==> src/rtl/itrx_aib_phy_repair_pkg.sv <==
// Shared types and constants for the AIB repair-row loader.
// ITRX_AIB_PHY_REPAIR_PAR_EN widens NVM rows to 13 bits (bit 12 = even parity).
package itrx_aib_phy_repair_pkg;

    typedef enum logic [2:0] {
        IDLE,
        REQ,
        WAIT,
        NEXT,
        DONE
    } repair_st_e;

    // Row layout as read from NVM
    localparam int unsigned RVLD_BIT = 11;
    localparam int unsigned DIR_BIT  = 10;
    localparam int unsigned IDX_MSB  = 9;

    localparam logic [9:0] MAX_IDX_DEF = 10'd21;

`ifdef ITRX_AIB_PHY_REPAIR_PAR_EN
    localparam int unsigned NVM_DW = 13;
`else
    localparam int unsigned NVM_DW = 12;
`endif

    // {dir, index[9:0]} as handed to a channel repair encoder
    typedef logic [10:0] repair_row_t;

endpackage

==> src/rtl/itrx_aib_phy_repair_ctl_if.sv <==
// NVM read port between the repair loader (master) and the fuse/NVM controller (slave).
// nvm_rdata width follows ITRX_AIB_PHY_REPAIR_PAR_EN through the package.
interface itrx_aib_phy_repair_ctl_if #(
    parameter int unsigned ADDRW = 8
);
    import itrx_aib_phy_repair_pkg::*;

    logic              nvm_req;
    logic [ADDRW-1:0]  nvm_addr;
    logic              nvm_ack;
    logic [NVM_DW-1:0] nvm_rdata;

    modport master (output nvm_req, nvm_addr, input nvm_ack, nvm_rdata);
    modport slave  (input nvm_req, nvm_addr, output nvm_ack, nvm_rdata);

endinterface

==> src/rtl/itrx_aib_phy_repair_row_chk.sv <==
// Combinational validity / range / parity check of one NVM repair row.
// ITRX_AIB_PHY_REPAIR_PAR_EN adds the parity check and par_err_o.
module itrx_aib_phy_repair_row_chk
    import itrx_aib_phy_repair_pkg::*;
#(
    parameter logic [9:0] MAX_IDX = MAX_IDX_DEF
) (
    input  logic [NVM_DW-1:0] rdata_i,
    output logic              row_vld_o,
    output logic              row_ok_o,
    output logic              row_err_o,
`ifdef ITRX_AIB_PHY_REPAIR_PAR_EN
    output logic              par_err_o,
`endif
    output repair_row_t       row_o
);
    logic range_err;
    logic par_err;

    assign row_vld_o = rdata_i[RVLD_BIT];
    assign row_o     = rdata_i[DIR_BIT:0];
    assign range_err = rdata_i[RVLD_BIT] && (rdata_i[IDX_MSB:0] > MAX_IDX);

`ifdef ITRX_AIB_PHY_REPAIR_PAR_EN
    // Even parity: stored bit must equal XOR of the 12 data bits
    assign par_err   = rdata_i[NVM_DW-1] != (^rdata_i[NVM_DW-2:0]);
    assign par_err_o = par_err;
`else
    assign par_err   = 1'b0;
`endif

    assign row_err_o = range_err | par_err;
    assign row_ok_o  = rdata_i[RVLD_BIT] & ~row_err_o;

endmodule

==> src/rtl/itrx_aib_phy_repair_ctl.sv <==
// AIB repair-row loader: walks channels 0..MAXCH-1 over the NVM req/ack port,
// range-checks each row and holds the rows for the channel repair encoders.
// Optional: ITRX_AIB_PHY_REPAIR_PAR_EN (row parity, adds repair_par_err).
module itrx_aib_phy_repair_ctl
    import itrx_aib_phy_repair_pkg::*;
#(
    parameter int unsigned      MAXCH     = 32'd1,
    parameter int unsigned      ADDRW     = 8,
    parameter logic [ADDRW-1:0] BASE_ADDR = 8'h00,
    parameter logic [15:0]      TMO_CYC   = 16'd255,
    parameter logic [9:0]       MAX_IDX   = MAX_IDX_DEF
) (
    input  logic                      clk,
    input  logic                      rst,
    input  logic                      repair_start,
    itrx_aib_phy_repair_ctl_if.master nvm,
    output logic [MAXCH-1:0][10:0]    repair_info_nvm,
    output logic [MAXCH-1:0]          repair_info_vld,
    output logic                      repair_busy,
    output logic                      repair_done,
    output logic                      repair_err,
`ifdef ITRX_AIB_PHY_REPAIR_PAR_EN
    output logic                      repair_par_err,
`endif
    output logic [4:0]                repair_err_ch
);
    localparam int unsigned    CHW     = (MAXCH > 1) ? $clog2(MAXCH) : 1;
    localparam logic [CHW-1:0] LAST_CH = CHW'(MAXCH - 1);

    repair_st_e             state_q, state_d;
    logic [CHW-1:0]         ch_q, ch_d;
    logic [15:0]            cnt_q, cnt_d, cnt_inc;
    logic [MAXCH-1:0][10:0] info_q, info_d;
    logic [MAXCH-1:0]       vld_q, vld_d;
    logic                   err_q, err_d;
    logic [4:0]             err_ch_q, err_ch_d;
    logic                   raise;
    logic                   tmo;
    logic                   row_vld, row_ok, row_err;
    repair_row_t            row;
`ifdef ITRX_AIB_PHY_REPAIR_PAR_EN
    logic                   par_err;
    logic                   par_q, par_d;
`endif

    itrx_aib_phy_repair_row_chk #(.MAX_IDX(MAX_IDX)) u_row_chk (
        .rdata_i   (nvm.nvm_rdata),
        .row_vld_o (row_vld),
        .row_ok_o  (row_ok),
        .row_err_o (row_err),
`ifdef ITRX_AIB_PHY_REPAIR_PAR_EN
        .par_err_o (par_err),
`endif
        .row_o     (row)
    );

    assign cnt_inc = cnt_q + 16'd1;
    assign tmo     = (cnt_inc == TMO_CYC);

    // State register and all held results; async reset returns everything to zero
    always_ff @(posedge clk or posedge rst) begin
        if (rst) begin
            state_q  <= IDLE;
            ch_q     <= '0;
            cnt_q    <= '0;
            info_q   <= '0;
            vld_q    <= '0;
            err_q    <= 1'b0;
            err_ch_q <= '0;
`ifdef ITRX_AIB_PHY_REPAIR_PAR_EN
            par_q    <= 1'b0;
`endif
        end else begin
            state_q  <= state_d;
            ch_q     <= ch_d;
            cnt_q    <= cnt_d;
            info_q   <= info_d;
            vld_q    <= vld_d;
            err_q    <= err_d;
            err_ch_q <= err_ch_d;
`ifdef ITRX_AIB_PHY_REPAIR_PAR_EN
            par_q    <= par_d;
`endif
        end
    end

    // Next-state: channel walk, row capture and sticky error bookkeeping
    always_comb begin
        state_d  = state_q;
        ch_d     = ch_q;
        cnt_d    = cnt_q;
        info_d   = info_q;
        vld_d    = vld_q;
        err_d    = err_q;
        err_ch_d = err_ch_q;
        raise    = 1'b0;
`ifdef ITRX_AIB_PHY_REPAIR_PAR_EN
        par_d    = par_q;
`endif
        unique case (state_q)
            IDLE, DONE: begin
                // Rows are kept; only validity and status restart
                if (repair_start) begin
                    state_d  = REQ;
                    ch_d     = '0;
                    cnt_d    = '0;
                    vld_d    = '0;
                    err_d    = 1'b0;
                    err_ch_d = '0;
`ifdef ITRX_AIB_PHY_REPAIR_PAR_EN
                    par_d    = 1'b0;
`endif
                end
            end
            REQ: state_d = WAIT;
            WAIT: begin
                cnt_d = cnt_inc;
                // Ack takes priority over a timeout landing in the same cycle
                if (nvm.nvm_ack) begin
                    state_d = NEXT;
                    if (row_vld) info_d[ch_q] = row;
                    vld_d[ch_q] = row_ok;
                    raise = row_err;
`ifdef ITRX_AIB_PHY_REPAIR_PAR_EN
                    if (par_err) par_d = 1'b1;
`endif
                end else if (tmo) begin
                    state_d     = NEXT;
                    vld_d[ch_q] = 1'b0;
                    raise       = 1'b1;
                end
            end
            NEXT: begin
                if (ch_q == LAST_CH) begin
                    state_d = DONE;
                end else begin
                    ch_d    = ch_q + CHW'(1);
                    cnt_d   = '0;
                    state_d = REQ;
                end
            end
            default: state_d = IDLE;
        endcase
        // Channel of the first error only
        if (raise && !err_q) begin
            err_d    = 1'b1;
            err_ch_d = 5'(ch_q);
        end
    end

    assign nvm.nvm_req  = (state_q == REQ) || (state_q == WAIT);
    assign nvm.nvm_addr = nvm.nvm_req ? (BASE_ADDR + ADDRW'(ch_q)) : '0;

    assign repair_info_nvm = info_q;
    assign repair_info_vld = vld_q;
    assign repair_busy     = (state_q == REQ) || (state_q == WAIT) || (state_q == NEXT);
    assign repair_done     = (state_q == DONE);
    assign repair_err      = err_q;
    assign repair_err_ch   = err_ch_q;
`ifdef ITRX_AIB_PHY_REPAIR_PAR_EN
    assign repair_par_err  = par_q;
`endif

endmodule

==> src/flat_wrapper.sv <==
// flat-port wrapper written by rule: the top's interface ports become plain ports
module itrx_aib_phy_repair_ctl_flat import itrx_aib_phy_repair_pkg::*;
#(
    parameter int unsigned      MAXCH     = 32'd1,
    parameter int unsigned      ADDRW     = 8,
    parameter logic [ADDRW-1:0] BASE_ADDR = 8'h00,
    parameter logic [15:0]      TMO_CYC   = 16'd255,
    parameter logic [9:0]       MAX_IDX   = MAX_IDX_DEF
)
  (clk, rst, repair_start, repair_info_nvm, repair_info_vld, repair_busy, repair_done, repair_err, repair_err_ch, nvm_nvm_req, nvm_nvm_addr, nvm_nvm_ack, nvm_nvm_rdata);
  itrx_aib_phy_repair_ctl_if #(.ADDRW(ADDRW)) nvm_i ();
  input  logic clk;
  input  logic rst;
  input  logic repair_start;
  output logic [MAXCH-1:0][10:0] repair_info_nvm;
  output logic [MAXCH-1:0] repair_info_vld;
  output logic repair_busy;
  output logic repair_done;
  output logic repair_err;
  output logic [4:0] repair_err_ch;
  output wire logic [$bits(nvm_i.nvm_req)-1:0] nvm_nvm_req;
  output wire logic [$bits(nvm_i.nvm_addr)-1:0] nvm_nvm_addr;
  input wire logic [$bits(nvm_i.nvm_ack)-1:0] nvm_nvm_ack;
  input wire logic [$bits(nvm_i.nvm_rdata)-1:0] nvm_nvm_rdata;
  assign nvm_nvm_req = nvm_i.nvm_req;
  assign nvm_nvm_addr = nvm_i.nvm_addr;
  assign nvm_i.nvm_ack = nvm_nvm_ack;
  assign nvm_i.nvm_rdata = nvm_nvm_rdata;
  itrx_aib_phy_repair_ctl #(.MAXCH(MAXCH), .ADDRW(ADDRW), .BASE_ADDR(BASE_ADDR), .TMO_CYC(TMO_CYC), .MAX_IDX(MAX_IDX)) u_core (.clk(clk), .rst(rst), .repair_start(repair_start), .nvm(nvm_i), .repair_info_nvm(repair_info_nvm), .repair_info_vld(repair_info_vld), .repair_busy(repair_busy), .repair_done(repair_done), .repair_err(repair_err), .repair_err_ch(repair_err_ch));
endmodule
==> config.mk <==
export PLATFORM = sky130hd
export DESIGN_NAME = itrx_aib_phy_repair_ctl_flat
export DESIGN_NICKNAME = d
export VERILOG_FILES = /design/src/rtl/itrx_aib_phy_repair_pkg.sv /design/src/rtl/itrx_aib_phy_repair_ctl_if.sv /design/src/rtl/itrx_aib_phy_repair_row_chk.sv /design/src/rtl/itrx_aib_phy_repair_ctl.sv /design/src/flat_wrapper.sv
export SDC_FILE = /design/constraint.sdc
export NUM_CORES = 1
export LEC_CHECK = 0
export ABC_CLOCK_PERIOD_IN_PS = 2500
export CORE_MARGIN = 2
export CORE_UTILIZATION = 50
export DETAILED_ROUTE_END_ITERATION = 10
export PLACE_DENSITY = 0.8
export SYNTH_ARGS = -nofsm -noshare
export SYNTH_HDL_FRONTEND = slang
export SYNTH_SLANG_ARGS = --single-unit
==> constraint.sdc <==
create_clock -name clk -period 2.5 [get_ports clk]
set_input_delay 0.25 -clock clk [delete_from_list [all_inputs] [get_ports clk]]
set_output_delay 0.25 -clock clk [all_outputs]
set_load 0.03 [all_outputs]
==> flow_metrics.env <==
export IMPL_syn_inst=205
export IMPL_wirelength_um=3920
export IMPL_antenna_found_initial=0
export IMPL_crit_fanout=7
export IMPL_numCtsBuffers=5
export IMPL_postCtsSetupBuffers=0
export IMPL_cts_tree="yes"
export IMPL_m1WireLength_um=1820
export IMPL_max_stage_delay_ns=0.54
export IMPL_core_mm2=0.00366
export IMPL_dr_wl_met3_um=135
export IMPL_crit_path_end_kind="register"
export IMPL_slew_violations=0
export IMPL_final_setup_tns_ns=0
export IMPL_cts_sinks=32
export IMPL_via_per_inst=5.48
export IMPL_clk_latency_ns=0.29
export IMPL_grt_start_max_net_pins=33
export IMPL_wire_per_inst_um=13.8
export IMPL_area_delta_synth_final_pct=20.4
export IMPL_seq_area_frac_synth=0.423
export IMPL_first_pass_iters=5
export IMPL_grt_overflow=0
export IMPL_fin_nets=253
export IMPL_met2_length_um=1910
export IMPL_die_area_mm2=0.00430
export IMPL_num_rows=22
export IMPL_hold_buffers=0
export IMPL_ant_nets=0
export IMPL_criticalPathCategory="reg -> reg"
export IMPL_fmax_mhz=435
export IMPL_cts_resized=0
export IMPL_yosys_most_used_dff="dfrtp_1"
export IMPL_fillers=303
export IMPL_cts_buffer_depth=2
export IMPL_top_layer="met4"
export IMPL_hold_violations=0
export IMPL_final_period_utilization=0.919
export IMPL_io_pins=45
export IMPL_leakagePower_nw=0.965
export IMPL_whs_ns=0.343
export IMPL_synth_edf_count=0
export IMPL_max_cap_violations=0
export IMPL_crit_path_start_kind="register"
export IMPL_fp_dieH_um=65.6
export IMPL_synth_distinct_cells=41
export IMPL_cts_reportedPaths_clkPinSlew_ns=0.08
export IMPL_cp_slowest_cell="or4_4"
export IMPL_fin_crit_ns=2.30
export IMPL_ir_drop_mv=0.689
export IMPL_cts_max_level=2
export IMPL_cts_root_buf="clkbuf_8"
export IMPL_crit_path_cell_trace="ha_1 -> and4_1 -> nand4_1 -> xor2_1 -> o21ai_0 -> or4_4 -> a31o_1"
export IMPL_grt_use_total=0.201
export IMPL_worstPathRequired_ns=2.68
export IMPL_cp_arrival_ns=2.48
export IMPL_die_w_um=65.6
export IMPL_worstMarginPinSlew_ns=0.587
export IMPL_grt_pass1_wl_um=6660
export IMPL_finClkSkew_ns=0.0113
export IMPL_maxSlewHeadroom=0.608
export IMPL_setup_violations=0
export IMPL_diodes=0
export IMPL_portBuffers=31
export IMPL_avgSynthCellArea_um2=9.24
export IMPL_drt_iter0_markers=78
export IMPL_vias=1556
export IMPL_synth_area_mm2=0.00189
export IMPL_synth_seq_cells=32
export IMPL_status="complete, no violations"
export IMPL_power_density_mw_per_mm2=1020
export IMPL_grt_pass1_vias=1443
export IMPL_drcViolationCount=0
export IMPL_dp_hpwl_um=2840
export IMPL_rsz0062_at_grt="no"
export IMPL_place_congestion=0.861
export IMPL_yosysWarnings=0
export IMPL_drive_gt1_frac=0.114
export IMPL_synthArstFlopShare=1.00
export IMPL_start_util=0.517
export IMPL_hold_class="in -> async"
## placed cells by master (no fill, tap or decap), drive strengths merged, types with 3 or more instances in the layout
cell type      instances
dfrtp                 32
xnor2                  6
buf                    4
conb                  13
clkdlybuf4s50         31
a31oi                  3
and3                   5
nand4                  7
mux2                  11
a21oi                  7
nand2                 22
nor2b                  6
o21ai                 18
nor2                  12
o31ai                  9
nand3                  6
inv                    5
o22ai                  3
clkbuf                 5
nand2b                 4
## state kept, by name, summed over array words and instances, names as in the netlist
register	flops
u_core.repair_info_nvm	11
u_core.repair_err	1
u_core.cnt_q	16
u_core.repair_info_vld	1
u_core.state_q	3
## routing by layer
layer | GRT usage | up-vias
met5 | 0 | -
li1 | - | 759
met1 | 0.271 | 744
met3 | 0.0360 | 11
met4 | 0.0781 | 0
met2 | 0.324 | 42
## synth_stat cells (2+ instances only)
master	n	share of area
buf_4	13	0.052
nand2_1	22	0.044
mux2_2	11	0.065
o22ai_1	3	0.0099
a31oi_1	3	0.0099
or2_2	2	0.0066
nor2b_1	6	0.020
a21oi_1	7	0.018
nand2b_1	4	0.013
o31ai_1	9	0.036
buf_2	4	0.011
clkbuf_1	5	0.0099
o21ai_0	18	0.048
nor4_1	2	0.0066
inv_1	5	0.0099
nand3_1	6	0.016
dfrtp_1	32	0.42
and3_1	5	0.017
xnor2_1	6	0.028
mux2i_1	2	0.011
ha_1	2	0.013
nor2_1	12	0.024
nand4_1	6	0.020
xor2_1	2	0.0092
nor3b_1	2	0.0079
## critical path, delay by kind of cell, from the launching register on
| kind | cells | cell delay [ns] |
|---|---|---|
| and+or+nand+nor | 3 | 1.06 |
| xor gates and xnor gates | 1 | 0.18 |
| adders and majority gates | 1 | 0.20 |
| AOI/OAI and AO/OA | 2 | 0.33 |
| DFF | 1 | 0.44 |
## logic make-up (layout without fill, tap and decap cells)
family | Yosys count | in the layout | synth area share
adder cells (fa/ha/maj) | 2 | 2 | 0.0132
AND/OR/NAND/NOR | 73 | 73 | 0.207
XOR/XNOR | 8 | 8 | 0.0370
buffers and inverters | 29 | 48 | 0.0898
multiplexers | 13 | 13 | 0.0760
AO/OA/AOI/OAI | 47 | 47 | 0.153
other | 1 | 13 | 0.00198
flip-flops | 32 | 32 | 0.423
## per-stage QoR
step                      setup slack (ns)  instance area [um2]   util  std cells  power [W]
after global routing                0.0413                 2280  0.623        284    0.00249
final                                0.204                 2280  0.623        284    0.00233
after global placement               0.279                 2190  0.598        276    0.00191
after floorplan                      0.273                 1940      -        217    0.00153
after detailed placement             0.240                 2190  0.598        276    0.00194
after CTS                            0.212                 2280  0.623        284    0.00236
## worst paths after layout
check                                                           start                               endpoint  slack (ns)  cells after the start
worst max-delay path                      u_core.cnt_q[0]$_DFFE_PP0P_     u_core.repair_info_vld$_DFFE_PP0P_        0.20                      7
worst min-delay path                                              rst  u_core.repair_info_nvm[0]$_DFFE_PP0P_        0.34                      3
worst max register to register            u_core.cnt_q[0]$_DFFE_PP0P_     u_core.repair_info_vld$_DFFE_PP0P_        0.20                      7
worst min register to register  u_core.repair_info_nvm[1]$_DFFE_PP0P_  u_core.repair_info_nvm[1]$_DFFE_PP0P_        0.51                      1
max in group asynchronous                                         rst           u_core.cnt_q[15]$_DFFE_PP0P_        1.85                      3
min in group clk                u_core.repair_info_nvm[1]$_DFFE_PP0P_  u_core.repair_info_nvm[1]$_DFFE_PP0P_        0.51                      1
## layout make-up
class / count / area, um2 / area share
clock buffers: 5 / 68.8 / 0.0302
clock inverters: 3 / 23.8 / 0.0104
inverters: 5 / 18.8 / 0.00823
multi-input cells: 156 / 968 / 0.425
flip-flops and latches: 32 / 801 / 0.351
well taps: 48 / 60.1 / 0.0263
repair buffers: 35 / 340 / 0.149
## power by group
part / switching [W] / internal, W
clock network: 0.000209 / 0.000197
registers: 0.000121 / 0.000665
logic: 0.000671 / 0.000469
total: 0.00100 / 0.00133
Note: power is estimated with default switching activity, not from simulation.
